## src/rtl/mem_bus_arbiter.sv

```systemverilog
`default_nettype none
// ============================================================================
// Module   : mem_bus_arbiter
// Function : Two-master arbiter for a shared Avalon-style memory bus.
//            Define ARB_ROUND_ROBIN_EN for round-robin on contention.
// Revision : 1.0
// ============================================================================
module mem_bus_arbiter #(
    parameter int AW = 32,
    parameter int DW = 32
) (
    input  logic            clk,
    input  logic            reset,
    input  logic [AW-1:0]   m0_address,
    input  logic            m0_read,
    input  logic            m0_write,
    input  logic [DW-1:0]   m0_writedata,
    input  logic [DW/8-1:0] m0_byteenable,
    output logic [DW-1:0]   m0_readdata,
    output logic            m0_waitrequest,
    input  logic [AW-1:0]   m1_address,
    input  logic            m1_read,
    input  logic            m1_write,
    input  logic [DW-1:0]   m1_writedata,
    input  logic [DW/8-1:0] m1_byteenable,
    output logic [DW-1:0]   m1_readdata,
    output logic            m1_waitrequest,
    output logic [AW-1:0]   address,
    output logic            read,
    output logic            write,
    output logic [DW-1:0]   writedata,
    output logic [DW/8-1:0] byteenable,
    input  logic [DW-1:0]   readdata,
    input  logic            waitrequest,
    output logic [1:0]      grant
);

    typedef enum logic [1:0] {
        S_IDLE = 2'd0,
        S_OWN0 = 2'd1,
        S_OWN1 = 2'd2
    } state_t;

    state_t r_state;
    state_t w_state_nx;
    logic   r_last_owner;
    logic   w_last_owner_nx;
    logic   w_m0_req;
    logic   w_m1_req;
    logic   w_pick1;

    assign w_m0_req = m0_read | m0_write;
    assign w_m1_req = m1_read | m1_write;

    always_comb begin
`ifdef ARB_ROUND_ROBIN_EN
        // On contention the port that did not complete last wins
        if (w_m0_req && w_m1_req) begin
            w_pick1 = ~r_last_owner;
        end else begin
            w_pick1 = ~w_m0_req;
        end
`else
        w_pick1 = ~w_m0_req;
`endif
    end

    always_comb begin
        w_state_nx      = r_state;
        w_last_owner_nx = r_last_owner;
        address         = '0;
        read            = 1'b0;
        write           = 1'b0;
        writedata       = '0;
        byteenable      = '0;
        grant           = 2'b00;
        m0_waitrequest  = 1'b1;
        m1_waitrequest  = 1'b1;
        m0_readdata     = '0;
        m1_readdata     = '0;
        case (r_state)
            S_IDLE: begin
                if (w_m0_req || w_m1_req) begin
                    w_state_nx = w_pick1 ? S_OWN1 : S_OWN0;
                end
            end
            S_OWN0: begin
                grant          = 2'b01;
                address        = m0_address;
                read           = m0_read & ~m0_write;
                write          = m0_write;
                writedata      = m0_writedata;
                byteenable     = m0_byteenable;
                m0_waitrequest = waitrequest;
                m0_readdata    = readdata;
                if (!w_m0_req) begin
                    w_state_nx = S_IDLE;
                end else if (!waitrequest) begin
                    w_state_nx      = S_IDLE;
                    w_last_owner_nx = 1'b0;
                end
            end
            S_OWN1: begin
                grant          = 2'b10;
                address        = m1_address;
                read           = m1_read & ~m1_write;
                write          = m1_write;
                writedata      = m1_writedata;
                byteenable     = m1_byteenable;
                m1_waitrequest = waitrequest;
                m1_readdata    = readdata;
                if (!w_m1_req) begin
                    w_state_nx = S_IDLE;
                end else if (!waitrequest) begin
                    w_state_nx      = S_IDLE;
                    w_last_owner_nx = 1'b1;
                end
            end
            default: begin
                w_state_nx = S_IDLE;
            end
        endcase
    end

    always_ff @(posedge clk) begin
        if (reset) begin
            r_state      <= S_IDLE;
            r_last_owner <= 1'b1;
        end else begin
            r_state      <= w_state_nx;
            r_last_owner <= w_last_owner_nx;
        end
    end

endmodule
`default_nettype wire
```

## config.mk

```make
export PLATFORM = sky130hd
export DESIGN_NAME = mem_bus_arbiter
export DESIGN_NICKNAME = d
export VERILOG_FILES = /design/src/rtl/mem_bus_arbiter.sv
export SDC_FILE = /design/constraint.sdc
export NUM_CORES = 1
export LEC_CHECK = 0
export BUFFER_PORTS_ARGS = -buffer_cell sky130_fd_sc_hd__clkbuf_2
export CAP_MARGIN = 20
export CORE_AREA = 2 2 121 123
export DETAILED_ROUTE_END_ITERATION = 7
export DIE_AREA = 0 0 123 125
export REMOVE_ABC_BUFFERS = 1
export SETUP_SLACK_MARGIN = 0.02
export SLEW_MARGIN = 20
export SYNTH_ARGS = -nofsm -noshare
export SYNTH_HDL_FRONTEND = slang
export SYNTH_SLANG_ARGS = --single-unit
```

## constraint.sdc

```tcl
create_clock -name clk -period 1.6 [get_ports clk]
set_input_delay 0.08 -clock clk [delete_from_list [all_inputs] [get_ports clk]]
set_output_delay 0.08 -clock clk [all_outputs]
set_load 0.02 [all_outputs]
```

# Word level (Yosys, flattened, before mapping)

Cells that the tools add are included.

Equality and inequality tests: 3
Mux-type cells: 16
Bitwise gates (word level): 6
Reductions and logical operators: 2

Operators by type and width:

| operator                                       | number |
|---|---|
| one-hot mux 32 bit (2 select lines)            | 2 |
| 2-to-1 mux 32 bit                              | 2 |
| 2-to-1 mux 2 bit                               | 5 |
| one-hot mux 4 bit (2 select lines)             | 1 |
| one-hot mux 2 bit (3 select lines)             | 1 |
| one-hot mux 1 bit (2 select lines)             | 2 |
| one-hot mux 2 bit (2 select lines)             | 1 |
| AND 1 bit                                      | 2 |
| == test 2 x 1 -> 1 bit (second input constant) | 1 |
| == test 2 bit (second input constant)          | 1 |
| logical NOT 2 bit                              | 1 |
| 2-to-1 mux 1 bit                               | 2 |
| != test 2 bit (second input constant)          | 1 |
| inverter 1 bit                                 | 2 |
| bitwise OR 1 bit                               | 2 |
| logical OR 1 bit                               | 1 |

Bits in registers: 2
Input bits: 175
Output and inout port bits: 138
Word-level logic and storage cells: 28

# Depth between registers and ports, before layout

Gate-level depths: netlist of the first run.

Word-level depth: 4
Mapped depth: 7
Depth with buffers taken out: 5

# Worst setup path after synthesis of the first run

OpenSTA, ideal clock, no wires.

Path type: register to output
From: reg r_state[0]
To: out address[28]
Arrival time: 1493 ps
Required time: 1520 ps
Slack: 27 ps
Stages on the path, launching flop included: 8
Path buffers: 3
Cells stage by stage: dfxtp_1 inv_1 ha_1 buf_6 buf_6 buf_6 a22oi_1 nor2b_1

Longest elaborated chain between the ends: 2
Elaborated cells on any way between the ends: 3
Those cells by class: eq/ne (2); mux (1)

Ends and longest elaborated chain:

| what                                                    | line | text |
|---|---|---|
| start, declared                                         | 44   | `state_t r_state;` |
| start signal, assigned                                  | 130  | `r_state <= w_state_nx;` |
| == test 2 bit or == test 2 x 1 -> 1 bit (tied branches) | 81   | `case (r_state)` |
| one-hot mux 32 bit (2 select lines) *                   | 81   |  |
| end, declared                                           | 28   | `output logic [AW-1:0] address,` |

Mark *: on every way between the ends. The rest lies on a longest branch, timed or not.

# Final worst setup path of the first run

From: reg r_state[0]
To: out writedata[17]

Longest elaborated chain between the ends: 2
Elaborated cells on any way between the ends: 3
Those cells by class: eq/ne (2); mux (1)

Ends and longest elaborated chain:

| what                                                    | line | text |
|---|---|---|
| == test 2 bit or == test 2 x 1 -> 1 bit (tied branches) | 81   |  |
| one-hot mux 32 bit (2 select lines) *                   | 81   |  |
| end, declared                                           | 31   | `output logic [DW-1:0] writedata,` |

Marked as above.

==> results of run 1 <==
## cell usage after synthesis (all sizes together)
| library cell | count | area, um2 |
|---|---|---|
| nor2b | 69 | 432 |
| o21ai | 1 | 5.00 |
| nand3 | 2 | 10.0 |
| dfxtp | 2 | 40.0 |
| o22ai | 1 | 6.26 |
| clkbuf | 13 | 52.6 |
| nor3b | 2 | 15.0 |
| o211ai | 3 | 22.5 |
| ha | 5 | 62.6 |
| buf | 17 | 138 |
| nand4b | 2 | 17.5 |
| a22oi | 69 | 518 |
| and2 | 65 | 407 |
| nor2 | 1 | 3.75 |
| o21a | 3 | 22.5 |
| nand2b | 2 | 12.5 |
| nand2 | 2 | 7.51 |
| nor4 | 1 | 6.26 |
| inv | 2 | 7.51 |
## final timing paths
check / start / endpoint / slack (ns) / cells after the start
max reg2reg: r_state[1]$_SDFFE_PP0P_ / r_state[1]$_SDFFE_PP0P_ / 0.25 / 6
max: r_state[0]$_SDFFE_PP0P_ / writedata[17] / -0.007 / 7
min reg2reg: r_state[1]$_SDFFE_PP0P_ / r_state[1]$_SDFFE_PP0P_ / 0.69 / 3
min: m1_read / r_state[1]$_SDFFE_PP0P_ / 0.20 / 3
## kinds of logic (layout without fill, tap and decap cells)
group	count (synthesis)	after routing	share of synthesized area, %
simple gates	146	146	51.0
fa+ha+maj	5	5	3.50
flops	2	2	2.24
buf+inv	32	340	11.1
compound gates	77	77	32.2
## through the flow
| stage | setup slack (ns) | util [%] | std cells | setup TNS [ns] |
|---|---|---|---|---|
| 5_1_grt | -0.0823 | 30.2 | 754 | -1.22 |
| 4_1_cts | -0.0289 | 26.8 | 744 | -0.0309 |
| 3_3_place_gp | 0.145 | 25.1 | 739 | 0 |
| 2_1_floorplan | -1.23 | - | 232 | -124.41 |
| 6_report | -0.00655 | 30.2 | 754 | -0.00655 |
| 3_5_place_dp | 0.133 | 25.1 | 739 | 0 |
## area by class of cell
class | count | area [um2] | share of cell area (%)
multi-input combinational | 228 | 1750 | 40.9
tap | 184 | 230 | 5.37
clock buffer | 3 | 75.1 | 1.75
sequential | 2 | 45.0 | 1.05
timing repair buffer | 335 | 2170 | 50.7
inverter | 2 | 10.0 | 0.234
## power groups by stage
stage	clock network, mW	logic [mW]	registers (mW)
finish	0.370	1.54	0.0586
global route	0.382	1.65	0.0592
CTS	0.376	1.29	0.0580
detailed placement	0	1.21	0.0571
global placement	0	1.21	0.0571
floorplan	0	0.633	0.0595
## repair_timing
action / 4_1_cts / 5_1_grt
setup buffers: 0 / 2
hold buffers: 0 / 0
resized for setup: 39 / 153
gates cloned: 2 / 8
endpoints found under the setup margin: 85 / 77
pin swaps: 2 / 6
## layer usage
| layer | GRT usage (%) | routed length [um] | up-vias |
|---|---|---|---|
| li1 | - | - | 1544 |
| met1 | 14.2 | 4600 | 1431 |
| met2 | 19.3 | 5720 | 130 |
| met3 | 2.05 | 660 | 6 |
| met4 | 1.54 | 27 | 0 |
| met5 | 0 | 0 | - |
## worst min-delay path, stage by stage
cell and delay, ns:
clkbuf_2 0.13, o211ai_1 0.10, nand3_1 0.07
==> flow_summary.ini, run 1 <==
[die]
start_util_pct = 12.6
dieWidth_um = 123
fp.coreArea_um2 = 14200
full_die_area_um2 = 15400
die_height_um = 125
row_count = 44
io_pins = 313

[sta]
layout_min_cycle_time_ns = 1.61
timing.final.hold_violations = 0
skew_ns = 0.00125
final_min_period_over_clock_period_pct = 100
setup_viol = 1
worst_rel_slew_slack_pct = 78.1
worst_hold_slack_ns = 0.204
fmax_achieved_ghz = 0.622
final.setup.worst_slack_ns = -0.00655
slew_viol_final = 0
rsz_0062_raised_after_global_routing = true
worst_pin_slew_ns = 0.325

[hold_path]
holdCritPathClass = input pin to register

[power]
p_per_area_nw_per_um2 = 459
leakage_nw = 2.14
p_int_mw = 1.14
power.ir.vdd_worst_v = 0.000259
netSwitchingPower_mw = 0.829
sequentialPowerShare_pct = 3.0
swShare_pct = 42.2
comb_power_share_pct = 78.2
post-layout-total-power_mw = 1.97
clock_power_share_pct = 18.8

[routing]
routed_wl_um = 11000
drt_pass1_iterations = 4
routedWlPerCell_um = 14.6
detail_route.drc_violations = 0
route.detailed.vias_per_inst = 4.13
dr_total_vias = 3111
dr.first_iter.drc_count = 165
residual_antenna_violating_net_count_after_detailed_routing = 0

[yosys]
post_synth_instance_area_um2 = 1790
synth.yosys.seq_area_share_pct = 2.24
postSynthRegisterBits = 2
yosysUniqueCellTypes = 22
syn_avg_cell_area_um2 = 6.81
ys.warnings.count = 0
synthesis.instances = 262

[cells_and_area]
flip_flop_count_of_the_largest_register_after_layout = 2
final.fill_count = 1529
most_flops_register = r_state
largestRegisters = r_state x2
final_common_cell = clkbuf_2
n_antenna_cell = 0
final_cell_mix = clkbuf_2, and2_1, buf_4
layout.cell_area.non_filler_um2 = 4280
layout-drive-gt1-share_pct = 67.4
final_net_count = 752
area_delta_synth_final_pct = 140

[critical_path]
crit_path_cell_trace = buf_6, ha_4, buf_12, clkbuf_16, a22oi_1, nor2b_1, clkbuf_4
worst-path-max-fanout = 6
critical_path_class = register to output port
startpoint_type = register
cp-end-kind = output port
delay_of_the_slowest_cell_on_the_worst_path_ns = 0.31
cp_data_arrival_time_ns = 1.53
critical_path.top_delay_family = buffers and inverters
critPathBufInv = 4
critPathRequiredTime_ns = 1.52
slowest_stage = dfxtp_2

[placed_design]
portBuffers = 312
placed_area_um2 = 3560
globalplace.congestion = 0.797
place.detailed.hpwl_um = 7490

[status]
run_status = finished, violations left
failed_checks = negative setup slack

[clock_tree]
clock_sink_count = 2
clock_insertion_delay_worst_skew_ns = 0.22
clock_tree.htree_level_count = 1
clk_pin_slew_worst_paths_ns = 0.03
cts_buffer_depth = 2
clock_root_buffer = clkbuf_16
tritoncts = built
cts_inserted_buffers = 3

[grt]
globalRoute.totalOverflow = 0
first_pass_grt_wire_length_um = 13500
antenna_found_initial = 1
maximum_number_of_pins_on_one_net_before_global_route_repair = 49
grt_pass1_vias = 2615
total_routing_usage_reported_by_global_routing_pct = 11.0

[job]
timing.max_cap.violations = 0
Power figures use the tool's default switching activity.
==> run 2, diff against run 1 <==
==> constraint.sdc (replaced) <==
create_clock -name clk -period 1.6 [get_ports clk]
set_input_delay 0.16 -clock clk [delete_from_list [all_inputs] [get_ports clk]]
set_output_delay 0.16 -clock clk [all_outputs]
set_load 0.02 [all_outputs]
==> flow_summary.ini, run 2 (synthesis gave the netlist of run 1 again) <==
[grt]
maximum_number_of_pins_on_one_net_before_global_route_repair = 33
grt_pass1_vias = 2922
antenna_found_initial = 0
total_routing_usage_reported_by_global_routing_pct = 13.3
globalRoute.totalOverflow = 0
first_pass_grt_wire_length_um = 16000

[cells_and_area]
final_common_cell = clkbuf_2
flip_flop_count_of_the_largest_register_after_layout = 2
most_flops_register = r_state
final_net_count = 764
area_delta_synth_final_pct = 167
sequential_cell_area_um2 = 45.0
multi_input_comb_area_um2 = 1930
largestRegisters = r_state x2
final_cell_mix = clkbuf_2, nor2b_1, a22oi_2
utilization_pct = 33.5
n_antenna_cell = 0
layout-drive-gt1-share_pct = 73.5
final.fill_count = 1512

[critical_path]
critPathBufInv = 4
worst-path-max-fanout = 6
critical_path_class = register to output port
ff2ff_setup_slack_ns = 0.10
crit_path_cell_trace = inv_2, ha_4, buf_12, clkbuf_16, a22oi_2, nor2b_1, buf_4
cp-end-kind = output port
slowest_stage = dfxtp_2
critical_path.top_delay_family = buffers and inverters
critPathRequiredTime_ns = 1.44
startpoint_type = register
delay_of_the_slowest_cell_on_the_worst_path_ns = 0.35
cp_data_arrival_time_ns = 1.57

[routing]
dr.first_iter.drc_count = 130
routed_wl_um = 12300
routedWlPerCell_um = 16.1
route.detailed.vias_per_inst = 4.25
drt_pass1_iterations = 4
detail_route.drc_violations = 0
dr_total_vias = 3253
residual_antenna_violating_net_count_after_detailed_routing = 0

[clock_tree]
cts_inserted_buffers = 3
cts_buffer_depth = 2
clk_pin_slew_worst_paths_ns = 0.03
clock_root_buffer = clkbuf_16
clock_insertion_delay_worst_skew_ns = 0.22
tritoncts = built
clock_tree.htree_level_count = 1
clock_sink_count = 2

[status]
run_status = finished, violations left
failed_checks = negative setup slack

[power]
power.ir.vdd_worst_v = 0.000225
post-layout-total-power_mw = 2.17
p_per_area_nw_per_um2 = 456
leakage_nw = 2.27

[sta]
worst_rel_slew_slack_pct = 76.0
fmax_achieved_ghz = 0.577
layout_min_cycle_time_ns = 1.73
rsz_0062_raised_after_global_routing = true
worst_pin_slew_ns = 0.357
final.setup.worst_slack_ns = -0.134
setup_viol = 117
slew_viol_final = 0
final_min_period_over_clock_period_pct = 108
skew_ns = 0.00159
timing.final.hold_violations = 0

[die]
row_count = 44
io_pins = 313
start_util_pct = 12.6
fp.coreArea_um2 = 14200
dieWidth_um = 123
die_height_um = 125
full_die_area_um2 = 15400

[job]
timing.max_cap.violations = 0

[placed_design]
pre_cts_slack_ns = 0.0287
globalplace.congestion = 0.780
place.detailed.hpwl_um = 7400
portBuffers = 312

[hold_path]
holdCritPathClass = input pin to register
## run 2: changes by cell type in the layout (fill, tap and decap cells not counted), sizes merged
| cell | delta |
|---|---|
| clkbuf | +10 |
| buf | +2 |
## run 2: per-stage QoR
stage                     setup TNS (ns)  area [um2]  hold WS (ns)  instances
after floorplan                  -132.81        1600         0.295        232
after global placement                 0        3560         0.522        740
after detailed placement               0        3560         0.516        740
after CTS                          -8.17        4400         0.291        755
after global routing              -14.98        4760         0.313        766
final                              -8.16        4760         0.291        766
## run 2: cell type report
class	count	area share, %
flip-flops and latches	2	0.946
inverters	2	0.210
clock buffers	3	1.58
repair buffers	347	51.9
multi-input cells	228	40.5
well taps	184	4.84
## run 2: power by group
group          switching [mW]  internal (mW)
clock network          0.0557          0.318
registers             0.00560         0.0544
logic                   0.852          0.886
## run 2: worst min-delay path: cells and delay by family
family	cells	cell delay (ns)
buf+inv	1	0.11
simple gates	2	0.18
## run 2: metal layers
| layer | vias to the layer above | part of all wire (%) | global-route usage, % |
|---|---|---|---|
| met2 | 120 | 54 | 24.4 |
| met4 | 0 | 0.016 | 1.27 |
| met1 | 1558 | 41 | 16.9 |
| li1 | 1573 | - | - |
| met5 | - | 0 | 0 |
| met3 | 2 | 5.2 | 1.69 |
## run 2: worst paths after layout
path | start | end | depth (start not counted)
worst min-delay path | reset | r_state[1]$_SDFFE_PP0P_ | 3
worst max register to register | r_state[0]$_SDFFE_PP0P_ | r_state[1]$_SDFFE_PP0P_ | 7
worst min register to register | r_state[0]$_SDFFE_PP0P_ | r_state[0]$_SDFFE_PP0P_ | 3
worst max-delay path | r_state[0]$_SDFFE_PP0P_ | address[10] | 7
## run 2: timing repair
action	4_1_cts	5_1_grt
hold buffers	0	0
setup buffers	4	3
endpoints found under the setup margin	132	135
gates resized for setup	145	91
pin swaps	18	20
hold endpoints to repair	0	0
gates cloned	8	9
